[src/rtl/hdlc_pkg.sv]
// ============================================================================
// Module   : hdlc_pkg
// Purpose  : HDLC octet constants, framer state encoding and CRC-16/X.25 step,
//            shared by the framer and the deframer.
// Revision : 1.0
// ============================================================================
`default_nettype none

package hdlc_pkg;

    localparam logic [7:0]  HDLC_FLAG    = 8'h7E;
    localparam logic [7:0]  HDLC_ESC     = 8'h7D;
    localparam logic [7:0]  HDLC_ESC_XOR = 8'h20;
    localparam logic [15:0] CRC16_POLY   = 16'h8408;
    localparam logic [15:0] CRC16_INIT   = 16'hFFFF;

    typedef enum logic [2:0] {
        ST_IDLE    = 3'd0,
        ST_PAYLOAD = 3'd1,
        ST_FCS_LO  = 3'd2,
        ST_FCS_HI  = 3'd3,
        ST_CLOSE   = 3'd4,
        ST_ABORT   = 3'd5
    } hdlc_state_e;

    // One reflected CRC-16 step over a full octet, LSB first.
    function automatic logic [15:0] crc16_byte(input logic [15:0] crc,
                                               input logic [7:0]  b);
        logic [15:0] c;
        c = crc ^ {8'h00, b};
        for (int i = 0; i < 8; i++) begin
            c = c[0] ? ((c >> 1) ^ CRC16_POLY) : (c >> 1);
        end
        return c;
    endfunction

endpackage

`default_nettype wire

[src/rtl/hdlc_crc16.sv]
// ============================================================================
// Module   : hdlc_crc16
// Purpose  : CRC-16/X.25 accumulator; init restarts, update folds in one byte.
// Revision : 1.0
// ============================================================================
`default_nettype none

module hdlc_crc16
    import hdlc_pkg::*;
(
    input  logic        clk,
    input  logic        rst,
    input  logic        init_i,
    input  logic        update_i,
    input  logic [7:0]  byte_i,
    output logic [15:0] crc_o
);

    logic [15:0] crc_q;
    logic [15:0] crc_d;

    // init together with update means "start a new frame with this byte".
    always_comb begin
        crc_d = crc_q;
        if (update_i) begin
            crc_d = crc16_byte(init_i ? CRC16_INIT : crc_q, byte_i);
        end else if (init_i) begin
            crc_d = CRC16_INIT;
        end
    end

    always_ff @(posedge clk) begin
        if (rst) begin
            crc_q <= CRC16_INIT;
        end else begin
            crc_q <= crc_d;
        end
    end

    assign crc_o = crc_q;

endmodule

`default_nettype wire

[src/rtl/hdlc_framer.sv]
// ============================================================================
// Module   : hdlc_framer
// Purpose  : Transmit HDLC framer: flags, byte stuffing, FCS append, abort.
//            Build option HDLC_FCS_EN adds the CRC-16 FCS; without it frames
//            close directly after the payload.
// Revision : 1.0
// ============================================================================
`default_nettype none

module hdlc_framer
    import hdlc_pkg::*;
(
    input  logic       clk,
    input  logic       rst,
    input  logic       valid_in,
    input  logic       sop_in,
    input  logic       eop_in,
    input  logic [7:0] data_in,
    output logic       ready_in,
    output logic [7:0] data_fr,
    output logic       underrun
);

    hdlc_state_e state_q;
    logic [7:0]  hold_q;
    logic        hold_eop_q;
    logic        esc_pend_q;
    logic [7:0]  data_fr_q;
    logic        underrun_q;

    logic [15:0] crc;
    logic [7:0]  raw_byte;
    logic [7:0]  emit_byte;
    logic        escable;
    logic        need_esc;
    logic        final_form;
    logic        accept;

`ifdef HDLC_FCS_EN
    logic crc_init;
    logic crc_update;

    // A sop restarts the CRC; only bytes that stay in the frame are folded in.
    assign crc_init   = accept && sop_in;
    assign crc_update = accept && ((state_q == ST_IDLE) ? sop_in : !sop_in);

    hdlc_crc16 u_crc16 (
        .clk      (clk),
        .rst      (rst),
        .init_i   (crc_init),
        .update_i (crc_update),
        .byte_i   (data_in),
        .crc_o    (crc)
    );
`else
    assign crc = CRC16_INIT;
`endif

    always_comb begin
        raw_byte = HDLC_FLAG;
        escable  = 1'b0;
        case (state_q)
            ST_IDLE:    raw_byte = HDLC_FLAG;
            ST_PAYLOAD: begin
                raw_byte = hold_q;
                escable  = 1'b1;
            end
            ST_FCS_LO:  begin
                raw_byte = ~crc[7:0];
                escable  = 1'b1;
            end
            ST_FCS_HI:  begin
                raw_byte = ~crc[15:8];
                escable  = 1'b1;
            end
            ST_CLOSE:   raw_byte = HDLC_FLAG;
            ST_ABORT:   raw_byte = HDLC_ESC;
            default:    raw_byte = HDLC_FLAG;
        endcase

        // Flags and the abort pair are never stuffed.
        need_esc   = escable && !esc_pend_q &&
                     ((raw_byte == HDLC_FLAG) || (raw_byte == HDLC_ESC));
        final_form = !need_esc;
        if (need_esc) begin
            emit_byte = HDLC_ESC;
        end else if (esc_pend_q) begin
            emit_byte = raw_byte ^ HDLC_ESC_XOR;
        end else begin
            emit_byte = raw_byte;
        end

        ready_in = !rst && ((state_q == ST_IDLE) ||
                   ((state_q == ST_PAYLOAD) && final_form && !hold_eop_q));
        accept   = valid_in && ready_in;
    end

    always_ff @(posedge clk) begin
        if (rst) begin
            state_q    <= ST_IDLE;
            hold_q     <= 8'h00;
            hold_eop_q <= 1'b0;
            esc_pend_q <= 1'b0;
            data_fr_q  <= HDLC_FLAG;
            underrun_q <= 1'b0;
        end else begin
            data_fr_q  <= emit_byte;
            esc_pend_q <= need_esc;
            underrun_q <= (state_q == ST_ABORT);
            case (state_q)
                ST_IDLE: begin
                    if (accept && sop_in) begin
                        hold_q     <= data_in;
                        hold_eop_q <= eop_in;
                        state_q    <= ST_PAYLOAD;
                    end
                end
                ST_PAYLOAD: begin
                    if (final_form) begin
                        if (hold_eop_q) begin
`ifdef HDLC_FCS_EN
                            state_q <= ST_FCS_LO;
`else
                            state_q <= ST_CLOSE;
`endif
                        end else if (accept && !sop_in) begin
                            hold_q     <= data_in;
                            hold_eop_q <= eop_in;
                        end else begin
                            state_q <= ST_ABORT;
                        end
                    end
                end
                ST_FCS_LO: begin
                    if (final_form) begin
                        state_q <= ST_FCS_HI;
                    end
                end
                ST_FCS_HI: begin
                    if (final_form) begin
                        state_q <= ST_CLOSE;
                    end
                end
                // The abort's trailing flag reuses the closing-flag state.
                ST_ABORT: state_q <= ST_CLOSE;
                ST_CLOSE: state_q <= ST_IDLE;
                default:  state_q <= ST_IDLE;
            endcase
        end
    end

    assign data_fr  = data_fr_q;
    assign underrun = underrun_q;

endmodule

`default_nettype wire

[config.mk]
export PLATFORM = sky130hd
export DESIGN_NAME = hdlc_framer
export DESIGN_NICKNAME = d
export VERILOG_FILES = /design/src/rtl/hdlc_pkg.sv /design/src/rtl/hdlc_crc16.sv /design/src/rtl/hdlc_framer.sv
export SDC_FILE = /design/constraint.sdc
export NUM_CORES = 1
export LEC_CHECK = 0
export CAP_MARGIN = 20
export CORE_MARGIN = 1
export CORE_UTILIZATION = 33
export DETAILED_ROUTE_END_ITERATION = 16
export GPL_TIMING_DRIVEN = 0
export RECOVER_POWER = 25
export SLEW_MARGIN = 20
export SYNTH_ARGS = -nofsm -noshare
export SYNTH_HDL_FRONTEND = slang
export SYNTH_SLANG_ARGS = --single-unit
[constraint.sdc]
create_clock -name clk -period 2 [get_ports clk]
set_clock_uncertainty 0.05 [all_clocks]
set_input_delay 0.4 -clock clk [delete_from_list [all_inputs] [get_ports clk]]
set_output_delay 0.4 -clock clk [all_outputs]
set_load 0.05 [all_outputs]
==> results of run 1 <==
[placed cells by master, fill, tap and decap left out, types with 2 or more instances in the layout]
master | Yosys | layout
and3_1 | 3 | 3
o21ai_0 | 14 | 14
a21oi_1 | 12 | 12
nor3_2 | 1 | 2
nor2_1 | 3 | 3
nand3_1 | 9 | 9
buf_4 | 0 | 3
clkbuf_4 | 0 | 3
nand2_1 | 3 | 3
dfxtp_2 | 0 | 4
nor2b_1 | 5 | 5
nand2b_1 | 5 | 5
clkdlybuf4s50_1 | 0 | 21
clkbuf_1 | 6 | 6
dfxtp_1 | 22 | 17
[cell type report]
type	instances	area, um2	share of cell area, %
Multi-Input combinational cell	77	515	39.4
Timing Repair Buffer	25	244	18.6
Sequential cell	22	449	34.3
Inverter	1	3.75	0.287
Tap cell	31	38.8	2.96
Buffer	6	22.5	1.72
Clock buffer	4	36.3	2.77
[state kept, by name (all words and copies together) (netlist names)]
register	cells
hold_q	8
underrun	1
data_fr	8
state_q	3
hold_eop_q	1
esc_pend_q	1
[path summary, 6_finish.rpt]
| kind | startpoint | end | slack (ps) |
|---|---|---|---|
| min reg2reg | hold_q[5] | hold_q[5] | 450 |
| max reg2reg | state_q[0] | hold_q[3] | 350 |
| min | hold_q[5] | hold_q[5] | 450 |
| max | state_q[1] | ready_in | -90 |
[metal layers]
metal	wire [um]	vias to the layer above	global-route usage, %	part of all wire [%]
met1	977	385	18.4	47
met4	19	0	5.23	0.92
li1	-	438	-	-
met2	983	20	24.8	48
met3	88	2	3.02	4.3
met5	0	-	0	0
[tightest hold or removal path: cells and delay by family (launching register included)]
kind | cells | cell delay (ps)
AO/OA/AOI/OAI | 2 | 130
flip-flops | 1 | 340
[power by group through the flow]
stage          sequential [mW]  combinational [mW]  clock [mW]
6_report                 0.470               0.151       0.243
5_1_grt                  0.473               0.163       0.280
4_1_cts                  0.470               0.150       0.251
3_5_place_dp             0.477               0.148           0
3_3_place_gp             0.477               0.145           0
2_1_floorplan            0.500              0.0684           0
[logic make-up (layout without fill, tap and decap cells)]
| kind of cell | after synthesis | after routing | synth area share, % |
|---|---|---|---|
| simple gates | 40 | 40 | 26.3 |
| xor+xnor | 2 | 2 | 1.83 |
| compound gates | 35 | 35 | 22.5 |
| flops | 22 | 22 | 46.1 |
| buf+inv | 8 | 36 | 3.27 |
[Yosys cell counts, types with 2 or more instances]
library cell  instances  area share [%]
nor2b_1               5             3.3
nand2b_1              5             3.3
nand2_1               3             1.2
o21ai_0              14             7.3
dfxtp_1              22              46
nand3_1               9             4.7
and3_1                3             2.0
xnor2_1               2             1.8
or2_2                 2             1.3
a21oi_1              12             6.3
nor3_1                2             1.0
clkbuf_1              6             2.4
nor2_1                3             1.2
[what timing repair did]
item,in CTS,in global routing
endpoints found under the setup margin,1,1
hold buffers,0,0
pin swaps,2,3
resized for setup,15,1
buffers inserted,1,2
endpoints found under the hold margin,0,0
cloned,0,0
==> summary.md, run 1 <==
CTS
• H-tree Lvls: 1
• CTS buffer count: 3
• Clock Pin Slew Worst Setup and Hold Paths: 120 ps
• clock insertion delay at the later pin of the skew report: 310 ps
• sinks on the clock net: 22
• TritonCTS clock tree: yes
• largest buffer count on any clock path: 2
• root cell of the clock tree: clkbuf_4

Synthesis
• number of synthesized register bits: 22
• Main synth FF type: dfxtp_1
• synthesized area: 956 um2
• number of flops mapped to enable cells by yosys: 0
• number of nets in the synthesized netlist: 120
• fraction of the yosys area taken by sequential cells: 46.1%
• syn avg cell area: 8.93 um2
• synth warn: 0
• share of flip-flops with an asynchronous set or reset: 0%
• Post-Syn Instances: 107
• count of distinct cell types in the synthesized netlist: 32

Final layout
• Antenna Diode Count: 0
• # fillers: 281
• post-route insts no fill: 166
• share of final-layout standard cells stronger than drive strength 1: 17.0%
• post-route core utilization: 47.5%
• cell area after layout: 1310 um2
• P&R area growth vs syn: 37.0%
• number of nets in the finished design: 149

Die
• floorplan die width: 55.8 um
• die height: 55.8 um
• num rows: 19
• Total Die Area: 3120 um2
• initial core utilization: 34.7%
• Core Footprint: 2760 um2
• IO Pins: 23

Setup path
• Critical Path End Type: output pin
• critical path's top delay family: simple AND/OR/NAND/NOR gates
• Worst path depth: 5
• Data arrival, critical path: 1640 ps
• slowest cell on the critical path: dfxtp_1
• Reg2Reg Depth: 4
• maximum cell stage delay along the critical path: 330 ps
• type of element launching the critical path: flop
• highest fanout seen on the critical path: 4
• number of buffers and inverters on the critical path: 1
• crit-path cells: or2_4, nor4_4, o21a_1, nor3_2, buf_6
• data required time of the worst path: 1550 ps
• crit path kind: flop to output pin

Global route
• overall overflow remaining after global route: 0
• number of global-route vias before repair: 819
• global routing usage summed across all routing layers: 14.6%
• antenna violations before repair: 0
• maximum number of pins on one net before global-route repair: 13
• first-pass GRT wire length: 3660 um

Placement
• placed inst area: 1220 um2
• estimated wirelength of the detail-placed design: 1560 um
• Worst Setup Slack post-DPL: -535 ps
• final RePlAce weighted congestion: 0.820
• Placed Cells incl. Taps: 160
• I/O Buffers: 22

Outcome
• violations in the final reports: setup timing
• run status: complete, but fails checks

STA
• RSZ-0062 raised after global routing: true
• setup tns final: -90.6 ps
• achievable clock frequency: 0.478 GHz
• number of pins exceeding their max-slew limit in the final report: 0
• clock period minus worst slack: 2090 ps
• max_slew headroom: 66.8%
• post-route clock period utilization: 105%
• worst hold margin: 451 ps
• Hold Fails Final Rpt: 0
• Final Setup Violations: 1
• final critical-path setup slack: -90.6 ps
• Tightest Pin Transition: 497 ps

Power and ir drop
• switching part of the total power: 26.4%
• highest ir drop seen on vdd: 0.412 mV
• Pwr Total: 864 uW
• areal power density over the cells: 660 nW/um2
• cell leakage power: 0.442 nW
• Power Internal: 636 uW
• sw power: 228 uW
• part of the power in the clock network: 28.1%
• power share of the combinational group: 17.5%
• Sequential Power Share: 54.4%

Run
• max-cap violations: 0

Route
• number of detailed-routing iterations run before antenna repair: 4
• via count: 845
• Total Routed Length: 2070 um
• detailed-route vias per instance: 5.09
• First DRT Iteration DRCs: 7
• final antenna-violating net count: 0
• average wire per cell in the routed design: 12.5 um
• number of DRC violations after detailed routing: 0

Min path
• class of the tightest hold or removal check: flop to flop
• worst hold path stage count: 2

(Power assumes the default switching activity.)
==> run 2, diff against run 1 <==
Settings changed: ABC_AREA from default to 1, CORE_ASPECT_RATIO from default to 1.2, PLACE_DENSITY_LB_ADDON from default to 0.12.
==> run 2 against run 1 <==
The run still ends with setup timing left. Global-route usage up 0.13 points. Core utilization up 0.14 points. Register-to-register slack worse by 220 ps. Fmax up 1.2%. Largest cell class unchanged.
==> summary.md, run 2 <==
Outcome
• run status: complete, but fails checks
• violations in the final reports: setup timing

CTS
• Clock Pin Slew Worst Setup and Hold Paths: 130 ps
• sinks on the clock net: 22
• H-tree Lvls: 1
• clock insertion delay at the later pin of the skew report: 300 ps
• root cell of the clock tree: clkbuf_4
• largest buffer count on any clock path: 2
• TritonCTS clock tree: yes
• CTS buffer count: 3
• number of buffers inserted for hold repair after clock tree synthesis: 0

Die
• initial core utilization: 35.4%
• IO Pins: 23
• die height: 65.6 um
• Total Die Area: 3600 um2
• floorplan die width: 55.0 um
• num rows: 22
• Core Footprint: 3140 um2

Setup path
• CP most frequent cell: nand2_2
• data required time of the worst path: 1550 ps
• Data arrival, critical path: 1620 ps
• Worst path depth: 10
• Critical Path End Type: output pin
• slack of the worst reg-to-reg path: 130 ps
• crit-path cells: inv_4, nor2_4, nand2_2, nand2_2, nand2_2, nor2_4, nand3_4, nand3_4, nand2_4, buf_8
• reg2reg end: hold_q[0]
• type of element launching the critical path: flop
• highest fanout seen on the critical path: 8
• FF-to-FF Start: state_q[0]
• crit path kind: flop to output pin
• Reg2Reg Depth: 13
• maximum cell stage delay along the critical path: 440 ps
• slowest cell on the critical path: dfxtp_4
• number of buffers and inverters on the critical path: 2
• critical path's top delay family: simple AND/OR/NAND/NOR gates

Route
• number of DRC violations after detailed routing: 0
• number of detailed-routing iterations run before antenna repair: 4
• Total Routed Length: 2210 um
• via count: 985
• detailed-route vias per instance: 4.69
• final antenna-violating net count: 0
• First DRT Iteration DRCs: 18
• average wire per cell in the routed design: 10.5 um

Placement
• I/O Buffers: 21
• final RePlAce weighted congestion: 0.815
• Worst Setup Slack post-DPL: -515 ps
• estimated wirelength of the detail-placed design: 1730 um

Power and ir drop
• Pwr Total: 974 uW
• highest ir drop seen on vdd: 0.293 mV
• areal power density over the cells: 652 nW/um2
• cell leakage power: 0.635 nW

Run
• max-cap violations: 0

Global route
• global routing usage summed across all routing layers: 14.8%
• antenna violations before repair: 0
• first-pass GRT wire length: 3870 um
• overall overflow remaining after global route: 0
• maximum number of pins on one net before global-route repair: 13
• number of global-route vias before repair: 905

Synthesis
• synthesized area: 1110 um2
• syn avg cell area: 7.61 um2
• most common library cells after synthesis: nand2_1 (27), dfxtp_1 (22), nand3_1 (17)
• library cell with the highest instance count after synthesis: nand2_1
• synth warn: 0
• fraction of post-synthesis cell area in the top cell type by area: 39.6%
• count of distinct cell types in the synthesized netlist: 25
• share of flip-flops with an asynchronous set or reset: 0%
• Post-Syn Instances: 146
• Main synth FF type: dfxtp_1
• cell taking the most area after synthesis: dfxtp_1
• number of flops mapped to enable cells by yosys: 0
• biggest area contributors in the synthesized netlist: dfxtp_1 (40%), nand2_1 (9.1%), nand3_1 (7.7%), a21oi_2 (7.1%), inv_1 (5.4%)
• number of nets in the synthesized netlist: 159
• number of synthesized register bits: 22
• fraction of the yosys area taken by sequential cells: 39.6%

Min path
• source of the worst hold timing path: rst
• class of the tightest hold or removal check: primary input to flop
• worst hold path stage count: 2
• Hold EP: state_q[1]

Final layout
• commonest non-fill, non-tap cell in the layout: nand2_1
• share of final-layout standard cells stronger than drive strength 1: 29.9%
• number of nets in the finished design: 188
• most frequent cells in the layout: nand2_1 (25), clkdlybuf4s50_1 (20), dfxtp_1 (19), nand3_1 (16), inv_1 (16)
• P&R area growth vs syn: 34.6%
• Antenna Diode Count: 0

STA
• final critical-path setup slack: -65.7 ps
• clock period minus worst slack: 2070 ps
• Tightest Pin Transition: 497 ps
• post-route clock period utilization: 103%
• RSZ-0062 raised after global routing: true
• achievable clock frequency: 0.484 GHz
• number of pins exceeding their max-slew limit in the final report: 0
• max_slew headroom: 66.8%
• Final Setup Violations: 1
• Hold Fails Final Rpt: 0

[run 2: cell count changes in the layout (fill, tap and decap cells not counted), sizes merged, moves of 2 or more]
| cell | before | now |
|---|---|---|
| nand2 | 3 | 33 |
| clkbuf | 10 | 6 |
| nand2b | 5 | 0 |
| and3 | 3 | 0 |
| nor2 | 3 | 23 |
| nor2b | 5 | 0 |
| buf | 4 | 6 |
| inv | 1 | 20 |
| nand3 | 9 | 22 |
| xnor2 | 2 | 0 |
| nor4 | 2 | 0 |
| o21ai | 15 | 4 |
[run 2: per-layer routing]
layer / up-vias / routed length, um / global-route usage [%]
met5: - / 0 / 0
met4: 0 / 23 / 6.56
met3: 2 / 74 / 2.78
met2: 18 / 1180 / 25.2
met1: 446 / 933 / 17.2
li1: 519 / - / -
[run 2: worst max-delay path by stage]
stage	startpoint	endpoint	slack [ps]
2_1_floorplan	state_q[0]	hold_q[0]	140
3_3_place_gp	state_q[0]	ready_in	-510
3_5_place_dp	state_q[0]	ready_in	-510
4_1_cts	state_q[1]	ready_in	-70
5_1_grt	state_q[0]	ready_in	-170
6_report	state_q[0]	ready_in	-70
[run 2: logic make-up (layout without fill, tap and decap cells)]
| family | Yosys count | in the layout | share of synthesized area, % |
|---|---|---|---|
| AOI/OAI and AO/OA | 16 | 16 | 10.4 |
| buffers and inverters | 24 | 52 | 10.2 |
| xor gates and xnor gates | 1 | 1 | 0.788 |
| and+or+nand+nor | 83 | 83 | 39.0 |
| DFF | 22 | 22 | 39.6 |
[run 2: what timing repair did]
item	4_1_cts	5_1_grt
endpoints found under the setup margin	8	10
gates resized for setup	17	10
pin swaps	1	1
hold endpoints to repair	0	0
buffers inserted	1	2
[run 2: layout make-up]
type | instances | area (um2)
fill | 345 | 1640
multi-input combinational | 100 | 601
sequential | 22 | 449
timing repair buffer | 24 | 238
inverter | 20 | 80.1
buffer | 4 | 46.3
tap | 36 | 45.0
clock buffer | 4 | 36.3
[run 2: power breakdown]
part / switching [mW] / internal [mW]
combinational: 0.137 / 0.109
clock: 0.132 / 0.111
sequential: 0.0219 / 0.463
[run 2: stage by stage]
step / util [%] / instance area, um2 / cells / hold WS (ps) / setup TNS (ps)
floorplan: - / 1110 / 146 / 411 / 0
detailed placement: 43.5 / 1370 / 203 / 433 / -515
global route: 47.6 / 1500 / 210 / 380 / -173
CTS: 45.8 / 1440 / 208 / 396 / -66.9
finish: 47.6 / 1500 / 210 / 385 / -65.7
global placement: 43.5 / 1370 / 203 / 425 / -514
